--- src/rtl/rr_mux_arbiter_pkg.sv ---
// Shared definitions for the round-robin mux arbiter: state encoding,
// default hold limit and the round-robin winner search.
package rr_mux_arbiter_pkg;

  typedef enum logic {
    ST_IDLE = 1'b0,
    ST_BUSY = 1'b1
  } state_t;

  localparam int HOLD_MAX_DEFAULT = 4;

  // Round-robin search: scan req ascending mod 4 starting at start.
  // Returns {found, index}; index is don't-care when found is 0.
  function automatic logic [2:0] rr_pick(input logic [3:0] r, input logic [1:0] start);
    logic       found;
    logic [1:0] idx;
    logic [1:0] cand;
    found = 1'b0;
    idx   = start;
    for (int k = 0; k < 4; k++) begin
      cand = start + k[1:0];
      if (!found && r[cand]) begin
        found = 1'b1;
        idx   = cand;
      end
    end
    return {found, idx};
  endfunction

endpackage

--- src/rtl/MUX_4_1.sv ---
// Existing 2-bit 4:1 gate-level mux. The select is decoded bit-reversed:
// s=2'b01 picks i2 and s=2'b10 picks i1.
module MUX_4_1 (
  input  logic [1:0] i0,
  input  logic [1:0] i1,
  input  logic [1:0] i2,
  input  logic [1:0] i3,
  input  logic [1:0] s,
  output logic [1:0] y
);

  logic sel0;
  logic sel1;
  logic sel2;
  logic sel3;

  assign sel0 = ~s[0] & ~s[1];
  assign sel1 = ~s[0] &  s[1];
  assign sel2 =  s[0] & ~s[1];
  assign sel3 =  s[0] &  s[1];

  assign y = ({2{sel0}} & i0) | ({2{sel1}} & i1) | ({2{sel2}} & i2) | ({2{sel3}} & i3);

endmodule

--- src/rtl/rr_mux_arbiter.sv ---
// Round-robin arbiter sharing one 2-bit output channel among four requesters.
// Each grant is capped at HOLD_MAX accepted beats, then the pointer rotates.
//
// Handshake: a beat is transferred on a rising edge where out_valid and
// out_ready are both 1. out_valid follows the granted requester's req bit
// combinationally; out_ready may stall indefinitely and the grant, beat count
// and dout are all held while it does.
module rr_mux_arbiter
  import rr_mux_arbiter_pkg::*;
#(
  parameter int HOLD_MAX = HOLD_MAX_DEFAULT,
  parameter int CNT_W    = 4
) (
  input  logic       clk,
  input  logic       rst,
  input  logic [3:0] req,
  input  logic [1:0] din0,
  input  logic [1:0] din1,
  input  logic [1:0] din2,
  input  logic [1:0] din3,
  input  logic       out_ready,
  output logic       out_valid,
  output logic [1:0] dout,
  output logic [3:0] gnt,
  output logic [1:0] gnt_idx,
  output logic [1:0] mux_sel
);

  state_t           state;
  logic [1:0]       ptr;
  logic [CNT_W-1:0] count;

  logic [1:0] mux_y;
  logic       holder_req;
  logic       accept;
  logic       last_beat;
  logic       rel;
  logic [1:0] search_start;
  logic       win_found;
  logic [1:0] win_idx;

  MUX_4_1 u_mux (
    .i0 (din0),
    .i1 (din1),
    .i2 (din2),
    .i3 (din3),
    .s  (mux_sel),
    .y  (mux_y)
  );

  // Handshake, release detection and round-robin winner search.
  // On release the search starts just past the holder, so it is tried last.
  always_comb begin
    holder_req   = req[gnt_idx];
    out_valid    = (state == ST_BUSY) && holder_req;
    dout         = out_valid ? mux_y : 2'b00;
    accept       = out_valid && out_ready;
    last_beat    = accept && (count == CNT_W'(HOLD_MAX - 1));
    rel          = (state == ST_BUSY) && (!holder_req || last_beat);
    search_start = (state == ST_BUSY) ? (gnt_idx + 2'd1) : ptr;
    {win_found, win_idx} = rr_pick(req, search_start);
  end

  // Grant FSM: registered grant, index, mux select, pointer and beat count.
  always_ff @(posedge clk) begin
    if (rst) begin
      state   <= ST_IDLE;
      gnt     <= 4'b0000;
      gnt_idx <= 2'd0;
      mux_sel <= 2'b00;
      ptr     <= 2'd0;
      count   <= '0;
    end else begin
      case (state)
        ST_IDLE: begin
          if (win_found) begin
            state   <= ST_BUSY;
            gnt     <= 4'b0001 << win_idx;
            gnt_idx <= win_idx;
            mux_sel <= {win_idx[0], win_idx[1]};
            count   <= '0;
          end
        end
        ST_BUSY: begin
          if (rel) begin
            ptr   <= gnt_idx + 2'd1;
            count <= '0;
            if (win_found) begin
              gnt     <= 4'b0001 << win_idx;
              gnt_idx <= win_idx;
              mux_sel <= {win_idx[0], win_idx[1]};
            end else begin
              state <= ST_IDLE;
              gnt   <= 4'b0000;
            end
          end else if (accept) begin
            count <= count + CNT_W'(1);
          end
        end
        default: begin
          state <= ST_IDLE;
          gnt   <= 4'b0000;
        end
      endcase
    end
  end

endmodule
--- config.mk ---
export PLATFORM = sky130hd
export DESIGN_NAME = rr_mux_arbiter
export DESIGN_NICKNAME = d
export VERILOG_FILES = /design/src/rtl/rr_mux_arbiter_pkg.sv /design/src/rtl/MUX_4_1.sv /design/src/rtl/rr_mux_arbiter.sv
export SDC_FILE = /design/constraint.sdc
export NUM_CORES = 1
export LEC_CHECK = 0
export BUFFER_PORTS_ARGS = -buffer_cell sky130_fd_sc_hd__buf_2
export CAP_MARGIN = 20
export CORE_UTILIZATION = 46
export DETAILED_ROUTE_END_ITERATION = 12
export PLACE_DENSITY = 0.75
export SLEW_MARGIN = 15
export SYNTH_ARGS = -nofsm -noshare
export SYNTH_HDL_FRONTEND = slang
export SYNTH_HIERARCHICAL = 1
export SYNTH_SLANG_ARGS = --single-unit
--- constraint.sdc ---
create_clock -name clk -period 1.7 [get_ports clk]
set_input_delay 0.085 -clock clk [delete_from_list [all_inputs] [get_ports clk]]
set_output_delay 0.085 -clock clk [all_outputs]
set_load 0.005 [all_outputs]
==> results of run 1 <==
## timing repair
item                       CTS  global route
resized for setup            6             6
buffers inserted             0             2
setup endpoints to repair    7             5
## registers in the layout, summed over array words and instances (netlist names)
register,count
gnt,4
count,4
gnt_idx,1
mux_sel,1
ptr,2
state,1
## Yosys cell counts (all sizes together), types with 2 or more instances
cell type / instances / area (µm²)
a211oi: 5 / 37.54
a21o: 2 / 15.01
a21oi: 6 / 37.54
a32o: 4 / 40.04
and2: 2 / 12.51
buf: 8 / 67.56
dfxtp: 13 / 260.3
inv: 4 / 15.01
mux2i: 5 / 57.56
mux4: 2 / 52.55
nand2: 3 / 11.26
nand2b: 3 / 18.77
nand3: 2 / 10.01
nor2: 16 / 67.56
nor2b: 2 / 15.02
nor3b: 2 / 15.01
o21ai: 4 / 20.02
or2: 2 / 15.02
xnor2: 2 / 17.52
xor2: 2 / 17.52
## worst max-delay path: stages, from the launching register on
cell,delay [ps]
dfxtp_4,420
buf_6,140
mux4_2,470
and2_1,140
buf_2,120
## metrics by stage
| step | util, % | worst slack, ps |
|---|---|---|
| floorplan | - | 35.29 |
| global placement | 58.97 | 38.24 |
| detailed placement | 58.97 | -0.09570 |
| CTS | 61.10 | 3.366 |
| global route | 62.96 | -12.85 |
| finish | 62.96 | 57.04 |
## final timing paths
check,startpoint,slack (ps),cells after the start,to
worst max-delay path,mux_sel[0],60,4,dout[0]
worst max register to register,state,90,5,gnt[2]
worst min-delay path,rst,90,2,mux_sel[0]
worst min register to register,gnt[0],470,1,gnt[0]
## area by class of cell
cell class                 instances  share of cell area, %
sequential                        13                  23.47
timing repair buffer              34                  17.47
inverter                           4                  1.310
tap                               25                  2.729
clock buffer                       4                  2.293
multi-input combinational         78                  52.73
## cells by family after synthesis
logic type	Yosys count	share of synthesized area, %
mux	7	11.81
fa+ha+maj	1	1.342
buf+inv	12	8.858
flops	13	27.92
xor+xnor	4	3.759
simple gates	39	23.49
compound gates	27	22.82
## routing by layer
metal / vias to the layer above / share of wire, % / GRT usage, %
li1: 434 / - / -
met1: 412 / 46 / 25.59
met2: 15 / 50 / 32.78
met3: 2 / 3.1 / 5.769
met4: 0 / 0.59 / 5.143
met5: - / 0 / 0
## power by group through the flow
| stage | Combinational, µW | Sequential (µW) | Clock, µW |
|---|---|---|---|
| floorplan | 255 | 373 | 0 |
| global placement | 335 | 385 | 0 |
| detailed placement | 342 | 387 | 0 |
| CTS | 348 | 385 | 193 |
| global route | 416 | 396 | 210 |
| finish | 379 | 390 | 187 |
==> reports/metrics.yaml, run 1 <==
dp_cells: 152
maxSlewHeadroom_pct: 65.35
grt_usage_pct: 19.89
dieArea_um2: 2210
synthCells: 103
io_buffers: 25
switching_share_pct: 33.14
drtIter0Drc: 18
crit_fanout: 7
status: "finished clean"
diodes: 0
final_layout_size_suffix_gt1_share_pct: 39.85
fin_nets: 150
ios: 26
synthDistinctLibCells: 41
drtAntennaViolNets: 0
cts_buffers: 3
clock_latency_ps: 270
setup_violations: 0
place_congestion: 0.9330
grt-ovfl-total: 0
htree_levels: 1
fin_area_um2: 1146
hold_viol_final: 0
synth_nets: 119
vias: 863
timing.fmax_mhz: 608.7
yosys_warnings: 6
mostFrequentLayoutCell: "buf_2"
power_density_nw_per_um2: 833.4
netlist_area_um2: 932.1
switchingPower_uw: 316.6
ir_worst_vdd_mv: 0.5913
total_power_uw: 955.2
synth_async_sr_flop_share_pct: 0
regArea_um2: 269.0
clkTransAtPathRegs_ps: 70
hpwl_um: 1508
syn_to_final_growth_pct: 22.95
dr.pass1.iters: 4
min_period_over_period_pct: 96.64
chipWidth_um: 47.02
clockPowerShare_pct: 19.6
drt_wl_total_um: 2024
num_rows: 15
syn_avg_cell_area_um2: 9.050
multi_input_area_um2: 604.3
seqPwrFrac_pct: 40.8
critPathArrivalTime_ps: 1560
synth-main-ff-cell: "dfxtp_1"
ys_seq_area_share_pct: 27.92
fin_crit_ps: 1643
clockBufferDepth: 2
p_comb_share_pct: 39.6
rsz0062_at_grt: "true"
cp-end-kind: "output pin"
tightest_slew_ps: 515.0
p_leak_uw: 0.0004939
start_util_pct: 51.20
max_cap_viol_count: 0
crit_type: "flop to output pin"
cp-start-kind: "flop"
core_um2: 1821
drc: 0
antenna_found_initial: 0
p_int_uw: 638.6
required_ps: 1620
fillers: 171
clock_sinks: 13
vias_per_cell: 5.462
synth_edf_count: 0
mostFrequentLayoutCells: "25 x buf_2, 15 x nor2_1, 10 x dfxtp_1"
cts_tree: "yes"
grt_first_pass_wirelength_um: 3084
grt_max_degree: 11
ys_ff_latch: 13
place_area_um2: 1074
holdWs_ps: 93.23
clockRootBuffer: "clkbuf_4"
holdBufCountCts: 0
instances_no_fill: 158
grt_pass1_vias: 733
skew_ps: 8.859
fin_setup_tns_ps: 0
hold_path.class: "input port to flop"
die_y_um: 47.02
routedWlPerCell_um: 12.81
report.final.slew_viol_count: 0
Note: power is estimated with default switching activity, not from simulation.
==> run 2, diff against run 1 <==
--- a/config.mk
+++ b/config.mk
@@ -7,11 +7,10 @@
 export LEC_CHECK = 0
 export BUFFER_PORTS_ARGS = -buffer_cell sky130_fd_sc_hd__buf_2
 export CAP_MARGIN = 20
-export CORE_UTILIZATION = 46
+export CORE_UTILIZATION = 44
 export DETAILED_ROUTE_END_ITERATION = 12
-export PLACE_DENSITY = 0.75
+export PLACE_DENSITY = 0.73
 export SLEW_MARGIN = 15
 export SYNTH_ARGS = -nofsm -noshare
 export SYNTH_HDL_FRONTEND = slang
-export SYNTH_HIERARCHICAL = 1
 export SYNTH_SLANG_ARGS = --single-unit
==> run 2 against run 1 <==
The flow now finishes with violations (negative setup slack). Critical path depth grew 3. Hold slack lost 45 ps. Core utilization is 5.6 points higher. Global-route usage grew 0.41 points. Clock skew decreased by 5.1 ps. Cell area increased by 4.4%. Sequential power decreased by 7.4%.
==> reports/metrics.yaml, run 2 <==
r2r-start: "mux_sel[0]"
mostFrequentLayoutCells: "25 x buf_2, 14 x buf_4, 10 x dfxtp_1"
r2r-end: "gnt[0]"
path_delay_family: "multiplexers"
p_leak_uw: 0.0005421
met1_usage_pct: 27.52
instances_no_fill: 156
final_layout_size_suffix_gt1_share_pct: 51.15
routedWlPerCell_um: 12.53
antenna_found_initial: 0
reg2reg_slack_ps: -20
dp_cells: 146
whs_path_depth: 2
place_congestion: 0.7403
yosysTopAreaCell: "dfxtp_1"
crit_fanout: 5
worst-r2r-cell-count: 7
fin_setup_tns_ps: -32.35
crit_type: "flop to flop"
ios: 26
cts_buffers: 3
drtAntennaViolNets: 0
report.final.slew_viol_count: 0
critPathArrivalTime_ps: 1900
dr.pass1.iters: 4
syn_to_final_growth_pct: 44.63
path_buf_inv: 2
drtIter0Drc: 11
synthCells: 90
mostFrequentLayoutCell: "buf_2"
yosysMostFrequentCell: "dfxtp_1"
synth_top_area_share_pct: 31.47
diodes: 0
chipWidth_um: 45.36
cp-end-kind: "flop"
required_ps: 1880
synth_edf_count: 0
min_period_over_period_pct: 101.4
synthDistinctLibCells: 34
tightest_slew_ps: 380.0
synth_commonest_cells: "13 x dfxtp_1, 8 x nor2_1, 7 x nand2_1"
cts_tree: "yes"
start_util_pct: 47.38
seqPwrFrac_pct: 37.8
pre_cts_ws_ps: -65.55
power_density_nw_per_um2: 799.3
htree_levels: 1
crit_chain: "inv_2, ha_4, mux2i_4, mux2i_2, o2bb2ai_2, inv_1, a32o_1"
status: "finished, violations left"
num_rows: 15
finalWorstSetupSlack_ps: -23.47
vias_per_cell: 5.244
dieArea_um2: 2057
rsz0062_at_grt: "true"
clock_sinks: 13
min_to: "mux_sel[0]"
grtUsageMet3_pct: 2.400
ys_ff_latch: 13
violations: "negative setup slack"
synth_async_sr_flop_share_pct: 0
fin_crit_ps: 1723
clockPowerShare_pct: 20.7
grt_first_pass_wirelength_um: 3008
switching_share_pct: 33.59
crit_slowest_cell: "dfxtp_2"
grt-ovfl-total: 0
clockBufferDepth: 2
drc: 0
reg_top3: "count x4, gnt x4, ptr x2"
drt_wl_total_um: 1954
ys_seq_area_share_pct: 31.47
busiest_layer: "met2"
max_cap_viol_count: 0
clock_latency_ps: 280
grt_max_degree: 9
synth-main-ff-cell: "dfxtp_1"
io_buffers: 25
synth_nets: 110
yosys_warnings: 0
syn_avg_cell_area_um2: 9.189
hold_path.class: "input port to flop"
vias: 818
cp-start-kind: "flop"
die_y_um: 45.36
fin_nets: 152
use_met2_pct: 32.17
hold_viol_final: 0
min_from: "rst"
ir_worst_vdd_mv: 0.5886
synth.area.top_cells: "dfxtp_1 31%, ha_1 7.6%, mux2i_1 4.8%, a21oi_1 3.6%, a22oi_1 3.6%"
netlist_area_um2: 827.0
skew_ps: 3.717
p_comb_share_pct: 41.5
switchingPower_uw: 321.2
timing.fmax_mhz: 580.2
holdBufCountCts: 0
crit_path_max_incr_delay_ps: 360
grt_usage_pct: 20.30
clkTransAtPathRegs_ps: 90
maxSlewHeadroom_pct: 74.67
clockRootBuffer: "clkbuf_4"
p_int_uw: 634.9
grt_pass1_vias: 731
hpwl_um: 1508
core_um2: 1745
setup_violations: 3
-- run 2: area by class of cell --
type                            count  area, µm²
Sequential cell                    13      266.5
Inverter                            6      25.02
Timing Repair Buffer               39      230.2
Tap cell                           25      31.28
Clock inverter                      1      5.005
Clock buffer                        3      22.52
Fill cell                         151      549.3
Multi-Input combinational cell     69      615.6
-- run 2: kinds of logic (layout without fill, tap and decap cells) --
logic type	after synthesis	after routing	share of synthesized area (%)
AOI/OAI and AO/OA	28	28	26.93
and+or+nand+nor	28	28	18.76
DFF	13	13	31.47
buffers and inverters	8	49	4.538
adders and majority gates	5	5	7.564
muxes	5	5	7.564
xor gates and xnor gates	3	3	3.178
-- run 2: what timing repair did --
action	CTS	global route
buffers inserted	3	3
setup endpoints to repair	8	12
gates resized for setup	3	13
pin swaps	1	7
-- run 2: routing by layer --
layer / up-vias / share of wire (%)
met2: 25 / 47
met3: 4 / 5.0
li1: 418 / -
met5: - / 0
met1: 371 / 46
met4: 0 / 1.7
-- run 2: how the worst max path moves through the flow --
stage,startpoint,to,slack [ps],depth (start not counted)
after floorplan,gnt_idx[0],gnt[0],50,7
after global placement,gnt_idx[0],gnt[2],40,6
after detailed placement,gnt_idx[0],gnt[0],-70,6
after CTS,gnt_idx[0],gnt[0],-10,7
after global routing,mux_sel[0],gnt[0],-90,7
final,mux_sel[0],gnt[0],-20,7
-- run 2: stage by stage --
step / util (%) / area (µm²) / hold WS (ps) / power, µW
after floorplan: - / 863.3 / 144.4 / 570.8
after global placement: 61.00 / 1065 / 345.8 / 679.5
after detailed placement: 61.00 / 1065 / 342.8 / 692.0
after CTS: 64.30 / 1122 / 36.81 / 908.5
after global routing: 68.53 / 1196 / 50.75 / 1012
final: 68.53 / 1196 / 47.82 / 956.0
-- run 2: power by group through the flow --
| stage | Clock, µW | Combinational, µW | Sequential [µW] |
|---|---|---|---|
| after floorplan | 0 | 200 | 371 |
| after global placement | 0 | 315 | 364 |
| after detailed placement | 0 | 324 | 368 |
| after CTS | 201 | 347 | 360 |
| after global routing | 213 | 433 | 365 |
| final | 198 | 397 | 361 |
-- run 2: worst reg2reg max path, cell delays in order (launching register included) --
cell and delay, ps:
dfxtp_2 360, inv_2 60, ha_4 240, mux2i_4 220, mux2i_2 260, o2bb2ai_2 150, inv_1 90, a32o_1 240
==> run 3, diff against run 2 <==
--- a/config.mk
+++ b/config.mk
@@ -5,11 +5,11 @@
 export SDC_FILE = /design/constraint.sdc
 export NUM_CORES = 1
 export LEC_CHECK = 0
-export BUFFER_PORTS_ARGS = -buffer_cell sky130_fd_sc_hd__buf_2
 export CAP_MARGIN = 20
-export CORE_UTILIZATION = 44
+export CORE_UTILIZATION = 49
 export DETAILED_ROUTE_END_ITERATION = 12
-export PLACE_DENSITY = 0.73
+export DONT_BUFFER_PORTS = 1
+export PLACE_DENSITY = 0.66
 export SLEW_MARGIN = 15
 export SYNTH_ARGS = -nofsm -noshare
 export SYNTH_HDL_FRONTEND = slang
==> run 3 against run 2 <==
The run still ends with negative setup slack left. Combinational power fell by 19%. Clock skew fell by 2.3 ps. Worst setup slack better by 23 ps. Non-clock buffer count is 26 lower. Clock power is 5% lower. Critical path depth fell by 2. Via count is 9.2% lower. Global-route usage shrank 0.96 points. Critical path type unchanged. Critical endpoint is now gnt_idx[0]. Largest power group is now sequential cells.
==> reports/metrics.yaml, run 3 (synthesis gave the netlist of run 2 again) <==
cp-start-kind: "flop"
vias: 743
io_buffers: 0
grt_first_pass_wirelength_um: 2718
hpwl_um: 1238
diodes: 0
fin_util_pct: 66.96
r2r-end: "gnt_idx[0]"
hold_viol_final: 0
clock_latency_ps: 270
place_congestion: 0.8057
report.final.slew_viol_count: 0
worst-r2r-cell-count: 5
htree_levels: 1
vias_per_cell: 6.140
min_to: "count[0]"
dieArea_um2: 1856
crit_type: "flop to flop"
mostFrequentLayoutCells: "12 x buf_4, 9 x dfxtp_1, 8 x nor2_1"
chipWidth_um: 43.09
grt-ovfl-total: 0
clock_sinks: 13
place_area_um2: 935.9
ir_worst_vdd_mv: 0.6002
violations: "negative setup slack"
pre_cts_ws_ps: 13.97
critPathArrivalTime_ps: 1910
syn_to_final_growth_pct: 24.81
hold_path.class: "input port to flop"
p_int_uw: 594.9
start_util_pct: 53.65
p_leak_uw: 0.0004268
clkTransAtPathRegs_ps: 80
r2r-start: "gnt_idx[0]"
fillers: 121
reg_top3: "count x4, gnt x4, ptr x2"
holdWs_ps: 25.99
fin_crit_ps: 1701
grt_pass1_vias: 681
antenna_found_initial: 0
tightest_slew_ps: 406.8
ios: 26
required_ps: 1900
max_cap_viol_count: 0
status: "finished, violations left"
power_density_nw_per_um2: 843.1
cts_tree: "yes"
cts_buffers: 3
crit_fanout: 6
min_period_over_period_pct: 100.0
drc: 0
num_rows: 14
final_layout_size_suffix_gt1_share_pct: 37.14
skew_ps: 1.395
rsz0062_at_grt: "true"
die_y_um: 43.09
setup_violations: 1
mostFrequentLayoutCell: "buf_4"
whs_path_depth: 2
p_comb_share_pct: 36.8
switching_share_pct: 31.64
grt_usage_pct: 19.34
reg2reg_slack_ps: -0.8
grt_max_degree: 8
maxSlewHeadroom_pct: 72.81
drt_wl_total_um: 1696
finalWorstSetupSlack_ps: -0.8400
drtIter0Drc: 9
clockRootBuffer: "clkbuf_4"
timing.fmax_mhz: 587.9
core_um2: 1541
switchingPower_uw: 275.4
clockPowerShare_pct: 21.7
min_from: "rst"
seqPwrFrac_pct: 41.5
fin_area_um2: 1032
drtAntennaViolNets: 0
cp-startpoint: "gnt_idx[0]"
fin_nets: 126
cp-end-kind: "flop"
clockBufferDepth: 2
routedWlPerCell_um: 14.02
dr.pass1.iters: 4
## run 3: how the worst max path moves through the flow
stage                 end  cells after the start  slack (ps)
6_report       gnt_idx[0]                      5        -0.8
5_1_grt        gnt_idx[0]                      5         -60
4_1_cts        gnt_idx[0]                      5          20
3_5_place_dp       gnt[3]                      7          10
3_3_place_gp       gnt[0]                      6          10
2_1_floorplan      gnt[0]                      7          50
## run 3: layer usage
layer | vias to the layer above | track usage, % | part of all wire [%]
li1 | 366 | - | -
met4 | 0 | 9.091 | 1.2
met1 | 343 | 26.98 | 44
met5 | - | 0 | 0
met2 | 30 | 27.76 | 47
met3 | 4 | 4.681 | 8.1
## run 3: cell type report
| cell class | count | area [µm²] | area share [%] |
|---|---|---|---|
| timing repair buffer | 13 | 100.1 | 9.697 |
| inverter | 6 | 22.52 | 2.182 |
| clock buffer | 4 | 26.28 | 2.545 |
| multi-input combinational | 69 | 595.6 | 57.70 |
| sequential | 13 | 267.8 | 25.94 |
| tap | 16 | 20.02 | 1.939 |
## run 3: stage by stage
step           setup TNS, ps  total power, µW  std cells
2_1_floorplan              0            570.8         90
3_3_place_gp               0            638.5        113
3_5_place_dp               0            641.6        113
4_1_cts                    0            837.7        118
5_1_grt               -140.1            929.3        121
6_report             -0.8400            870.3        121
## run 3: power groups by stage
stage	clock (µW)	combinational [µW]	sequential [µW]
2_1_floorplan	0	200	371
3_3_place_gp	0	273	366
3_5_place_dp	0	276	366
4_1_cts	198	280	360
5_1_grt	208	356	365
6_report	189	320	361
## run 3: critical path, cell delays in order (launching register included)
cell and delay, ps:
dfxtp_4 370, mux4_2 580, o311ai_4 150, nand2_4 70, or3_4 330, a21oi_2 130
## run 3: timing repair
action / in CTS / in global routing
setup endpoints to repair: 3 / 11
gates resized for setup: 1 / 13
hold buffers: 1 / 0
pin swaps: 0 / 5
hold endpoints to repair: 5 / 0
buffers inserted: 0 / 3
